===== src/rtl/pim_encoder_acc.sv =====
// pim_encoder_acc: per-channel popcount accumulator for PIM buffer outputs.
// Each accepted beat adds the popcount of every channel word (RBR) or of both
// buffer words (PARALLEL) into a per-channel accumulator. A group of
// acc_len_i+1 beats produces one result, held in HOLD until it is consumed.
// Define PIM_ENC_ACC_SAT_EN to saturate accumulators at 2^ACC_W-1; by default
// they wrap modulo 2^ACC_W.
module pim_encoder_acc #(
    parameter int NUM_CH = 4,
    parameter int DATA_W = 8,
    parameter int ACC_W  = 12,
    parameter int LEN_W  = 4
) (
    input  logic                     clk_i,
    input  logic                     rst_ni,
    input  logic [2:0]               pim_mode_i,
    input  logic [LEN_W-1:0]         acc_len_i,
    input  logic                     in_valid_i,
    output logic                     in_ready_o,
    input  logic [NUM_CH*DATA_W-1:0] data_1_i,
    input  logic [NUM_CH*DATA_W-1:0] data_2_i,
    output logic                     out_valid_o,
    input  logic                     out_ready_i,
    output logic [NUM_CH*ACC_W-1:0]  out_data_o,
    output logic                     mode_err_o
);

    localparam logic [1:0] IDLE  = 2'd0;
    localparam logic [1:0] ACCUM = 2'd1;
    localparam logic [1:0] HOLD  = 2'd2;

    localparam logic [2:0] MODE_PAR = 3'b101;
    localparam logic [2:0] MODE_RBR = 3'b110;

    // Wide enough for accumulator plus one beat's worth without losing the carry.
    localparam int PC_W  = $clog2(2 * DATA_W + 1);
    localparam int SUM_W = ((ACC_W > PC_W) ? ACC_W : PC_W) + 1;

    logic [1:0]               state_q, state_d;
    logic [2:0]               mode_q, mode_d;
    logic [LEN_W-1:0]         len_q, len_d;
    logic [LEN_W-1:0]         cnt_q, cnt_d;
    logic [NUM_CH*ACC_W-1:0]  acc_q, acc_d;
    logic [NUM_CH*ACC_W-1:0]  out_data_q, out_data_d;
    logic                     mode_err_q, mode_err_d;

    logic                     beat_acc;
    logic                     first_beat;
    logic [2:0]               cur_mode;
    logic [LEN_W-1:0]         cur_len;
    logic [LEN_W-1:0]         beat_idx;
    logic                     mode_ok;
    logic                     last_beat;
    logic [NUM_CH*ACC_W-1:0]  acc_new;

    function automatic logic [SUM_W-1:0] popcnt(input logic [DATA_W-1:0] v);
        logic [SUM_W-1:0] n;
        n = '0;
        for (int i = 0; i < DATA_W; i++) begin
            n = n + SUM_W'(v[i]);
        end
        return n;
    endfunction

    assign in_ready_o  = (state_q == HOLD) ? out_ready_i : 1'b1;
    assign out_valid_o = (state_q == HOLD);
    assign out_data_o  = out_data_q;
    assign mode_err_o  = mode_err_q;

    // Beat decode: the first beat of a group uses live mode/length, later beats the latched ones.
    always_comb begin
        beat_acc   = in_valid_i & in_ready_o;
        first_beat = (state_q != ACCUM);
        cur_mode   = first_beat ? pim_mode_i : mode_q;
        cur_len    = first_beat ? acc_len_i : len_q;
        beat_idx   = first_beat ? '0 : cnt_q;
        mode_ok    = (cur_mode == MODE_PAR) || (cur_mode == MODE_RBR);
        last_beat  = (beat_idx == cur_len);
    end

    // Per-channel accumulate; a new group starts from zero.
    always_comb begin
        logic [SUM_W-1:0] base;
        logic [SUM_W-1:0] val;
        logic [SUM_W-1:0] sum;
        acc_new = '0;
        for (int c = 0; c < NUM_CH; c++) begin
            base = first_beat ? '0 : SUM_W'(acc_q[c*ACC_W +: ACC_W]);
            val  = popcnt(data_1_i[c*DATA_W +: DATA_W]);
            if (cur_mode == MODE_PAR) begin
                val = val + popcnt(data_2_i[c*DATA_W +: DATA_W]);
            end
            sum = base + val;
`ifdef PIM_ENC_ACC_SAT_EN
            // Once clamped, further non-negative beats keep it clamped.
            if (sum > SUM_W'({ACC_W{1'b1}})) begin
                acc_new[c*ACC_W +: ACC_W] = {ACC_W{1'b1}};
            end else begin
                acc_new[c*ACC_W +: ACC_W] = ACC_W'(sum);
            end
`else
            acc_new[c*ACC_W +: ACC_W] = ACC_W'(sum);
`endif
        end
    end

    // Next-state: group sequencing, result capture and mode error pulse.
    always_comb begin
        state_d    = state_q;
        mode_d     = mode_q;
        len_d      = len_q;
        cnt_d      = cnt_q;
        acc_d      = acc_q;
        out_data_d = out_data_q;
        mode_err_d = 1'b0;

        if ((state_q == HOLD) && out_ready_i) begin
            state_d = IDLE;
        end

        if (beat_acc) begin
            if (first_beat && !mode_ok) begin
                mode_err_d = 1'b1;
                state_d    = IDLE;
            end else begin
                mode_d = cur_mode;
                len_d  = cur_len;
                cnt_d  = beat_idx + LEN_W'(1);
                acc_d  = acc_new;
                if (last_beat) begin
                    out_data_d = acc_new;
                    state_d    = HOLD;
                end else begin
                    state_d = ACCUM;
                end
            end
        end
    end

    // State registers with asynchronous clear; a partial group is dropped on reset.
    always_ff @(posedge clk_i or negedge rst_ni) begin
        if (!rst_ni) begin
            state_q    <= IDLE;
            mode_q     <= 3'b000;
            len_q      <= '0;
            cnt_q      <= '0;
            acc_q      <= '0;
            out_data_q <= '0;
            mode_err_q <= 1'b0;
        end else begin
            state_q    <= state_d;
            mode_q     <= mode_d;
            len_q      <= len_d;
            cnt_q      <= cnt_d;
            acc_q      <= acc_d;
            out_data_q <= out_data_d;
            mode_err_q <= mode_err_d;
        end
    end

endmodule


===== config.mk =====
export PLATFORM = sky130hd
export DESIGN_NAME = pim_encoder_acc
export DESIGN_NICKNAME = d
export VERILOG_FILES = /design/src/rtl/pim_encoder_acc.sv
export SDC_FILE = /design/constraint.sdc
export NUM_CORES = 1
export LEC_CHECK = 0
export BUFFER_PORTS_ARGS = -buffer_cell sky130_fd_sc_hd__buf_2
export CORE_ASPECT_RATIO = 0.5
export CORE_MARGIN = 3
export CORE_UTILIZATION = 58
export DETAILED_ROUTE_END_ITERATION = 7
export PLACE_DENSITY = 0.81
export REMOVE_ABC_BUFFERS = 1
export SLEW_MARGIN = 40
export SYNTH_ARGS = -nofsm -noshare
export SYNTH_HDL_FRONTEND = slang
export SYNTH_SLANG_ARGS = --single-unit
export TNS_END_PERCENT = 50

===== constraint.sdc =====
create_clock -name clk_i -period 3.7 [get_ports clk_i]
set_input_delay 0.74 -clock clk_i [delete_from_list [all_inputs] [get_ports clk_i]]
set_output_delay 0.74 -clock clk_i [all_outputs]
set_load 0.005 [all_outputs]

==> reports/metrics.yaml <==
status: "finished with violations"
violations: "negative setup slack"
grt_pass1_vias: 7223
synthTopCellsByCount: "dfrtp_1 (110), inv_1 (101), nand2_1 (84)"
num_antenna_cells: 0
syn_to_final_growth_pct: 33.3
fin_nets: 1209
cts_tree: "built"
cts_max_path_buffers: 2
grt_remaining_overflow: 0
synthCells: 818
yosys.cell_count.top_type: "dfrtp_1"
synth_top_area_frac: 0.339
cp.required_ps: 3940
worstMarginPinSlew_ps: 754
insertion_delay_ps: 350
cts_buffers: 9
synth-seq-cells: 110
finClkSkew_ps: 10.4
post_drt_wl_per_cell_um: 18.8
multi_input_area_um2: 5580
die_x_um: 173
ys_types: 59
finalHoldViolations: 0
synth_top_cell_by_area: "dfrtp_1"
n_fill_cell: 750
clockRootBuffer: "clkbuf_16"
postSynthAreaPerCell_um2: 9.94
cp-end-kind: "register"
clk_pin_slew_ps: 80
vdd_drop_max_mv: 0.352
internal_power_mw: 4.24
port_buffers: 125
drt_wl_total_um: 23100
crit_arrival_ps: 6240
core_um2: 13200
grt_pass1_wl_um: 34300
ys.warnings.count: 0
cts_sinks: 110
p_sw_mw: 2.96
pwr-share-clk: 0.142
fin_ws_ps: -2300
max-cap-violations: 0
power_density_nw_per_um2: 665
seq_area_um2: 2750
synth_area_um2: 8130
combPwrFrac: 0.629
max_freq_mhz: 167
antenna_found_initial: 0
vias: 7036
fin_tns_setup_ps: -178840
fin_crit_ps: 6000
h-tree-depth: 3
p_seq_frac: 0.229
swShare: 0.411
total_power_mw: 7.20
vias_per_cell: 5.73
drive_above_1_share: 0.422
relSlewSlack: 0.497
critPathMaxFanout: 4
ys.flop_type: "dfrtp_1"
grt_start_max_net_pins: 66
p_leak_nw: 5.54
slew_violations: 0
first_pass_iters: 5
ys_seq_area_frac: 0.339
hp-class: "input port to asynchronous set/reset pin"
drt_iter0_markers: 411
critPathLaunchType: "input port"
start_util: 0.617
worstSetupPathType: "input port to register"
fp.dieArea_um2: 15600
num_rows: 29
setup_viol: 96
ant_nets: 0
ioPinCount: 126
die_h_um: 89.7
drc: 0
ys_async_sr_fraction: 1.00
grt_use_total: 0.264
fin_crit_sh: 1.62
globalplace.congestion: 0.862
dpl.hpwl_um: 13500
yosys-top-cells-area: "dfrtp_1 (34%), fa_1 (9.9%), ha_1 (8.8%), mux2_4 (5.7%), inv_1 (4.7%)"
synth_edf_count: 0
rsz0062_at_grt: "yes"
critical path, stage by stage:
cell and delay (ps):
buf_6 80, inv_4 30, fa_1 590, fa_1 480, fa_1 530, inv_2 40
ha_4 210, fa_1 500, inv_2 40, fa_1 480, fa_2 400, fa_2 540
nand2_2 70, o21a_1 130, ha_4 280, a21oi_4 50, nand4b_1 190, buf_6 170
a211oi_4 290, mux2i_1 120, mux2_4 270
power groups by stage:
stage	clock, mW	combinational [mW]	sequential, mW
2_1_floorplan	0	2.21	1.64
3_3_place_gp	0	3.24	1.64
3_5_place_dp	0	3.37	1.66
4_1_cts	1.01	3.90	1.64
5_1_grt	1.08	4.94	1.68
6_report	1.02	4.53	1.65
cell usage in the layout, fill, tap and decap left out, types with 25 or more instances in the layout:
master	netlist	layout
dfrtp_1	110	110
nor2_1	30	28
nand2_1	84	75
ha_1	57	44
buf_2	10	119
buf_4	3	96
a21oi_1	57	25
fa_1	40	28
mux2_4	31	31
inv_1	101	87
state kept, by name (all words and copies together), names as in the netlist:
signal / flops
len_q: 4
state_q: 2
mode_err_o: 1
cnt_q: 4
out_data_o: 48
acc_q: 48
mode_q: 3
path summary, 6_finish.rpt:
kind / slack, ps / cells after the start / from / endpoint
setup / recovery: -2300 / 21 / data_1_i[24] / out_data_o[47]
hold / removal: 400 / 1 / rst_ni / acc_q[2]
setup reg to reg: 200 / 14 / state_q[1] / acc_q[20]
hold reg to reg: 470 / 2 / acc_q[3] / acc_q[3]
max in group asynchronous: 2420 / 2 / rst_ni / out_data_o[36]
min in group clk_i: 470 / 2 / acc_q[3] / acc_q[3]
through the flow:
step	hold slack [ps]	util	std cells	instance area, µm²	setup WS [ps]
6_report	401	0.823	1228	10800	-2300
5_1_grt	456	0.823	1228	10800	-2500
4_1_cts	435	0.785	1210	10300	-2120
3_5_place_dp	454	0.714	1178	9410	-2750
3_3_place_gp	449	0.714	1178	9410	-2560
2_1_floorplan	431	-	789	7940	-2350
cell type report:
class,instances,share of cell area
clock buffers,10,0.0221
clock inverters,6,0.00623
inverters,101,0.0359
multi-input cells,578,0.515
flip-flops and latches,110,0.254
well taps,186,0.0215
repair buffers,237,0.145
timing repair:
action,in CTS,in global routing
resized for setup,143,76
pin swaps,67,55
setup endpoints to repair,96,96
hold buffers,0,0
buffers inserted,18,20
routing by layer:
layer  track usage  up-vias  part of all wire
li1              -     3185                 -
met3        0.0396       93             0.056
met2         0.479      294              0.51
met4        0.0633        0             0.037
met1         0.333     3464              0.40
met5             0        -                 0
logic make-up (layout without fill, tap and decap cells):
family | after synthesis | count (layout) | synth area share
flip-flops | 110 | 110 | 0.339
AO/OA/AOI/OAI | 178 | 178 | 0.138
AND/OR/NAND/NOR | 197 | 197 | 0.123
adder cells (fa/ha/maj) | 97 | 97 | 0.186
buffers and inverters | 130 | 354 | 0.0694
XOR/XNOR | 42 | 42 | 0.0453
multiplexers | 64 | 64 | 0.0994
Note: power is estimated with default switching activity, not from simulation.
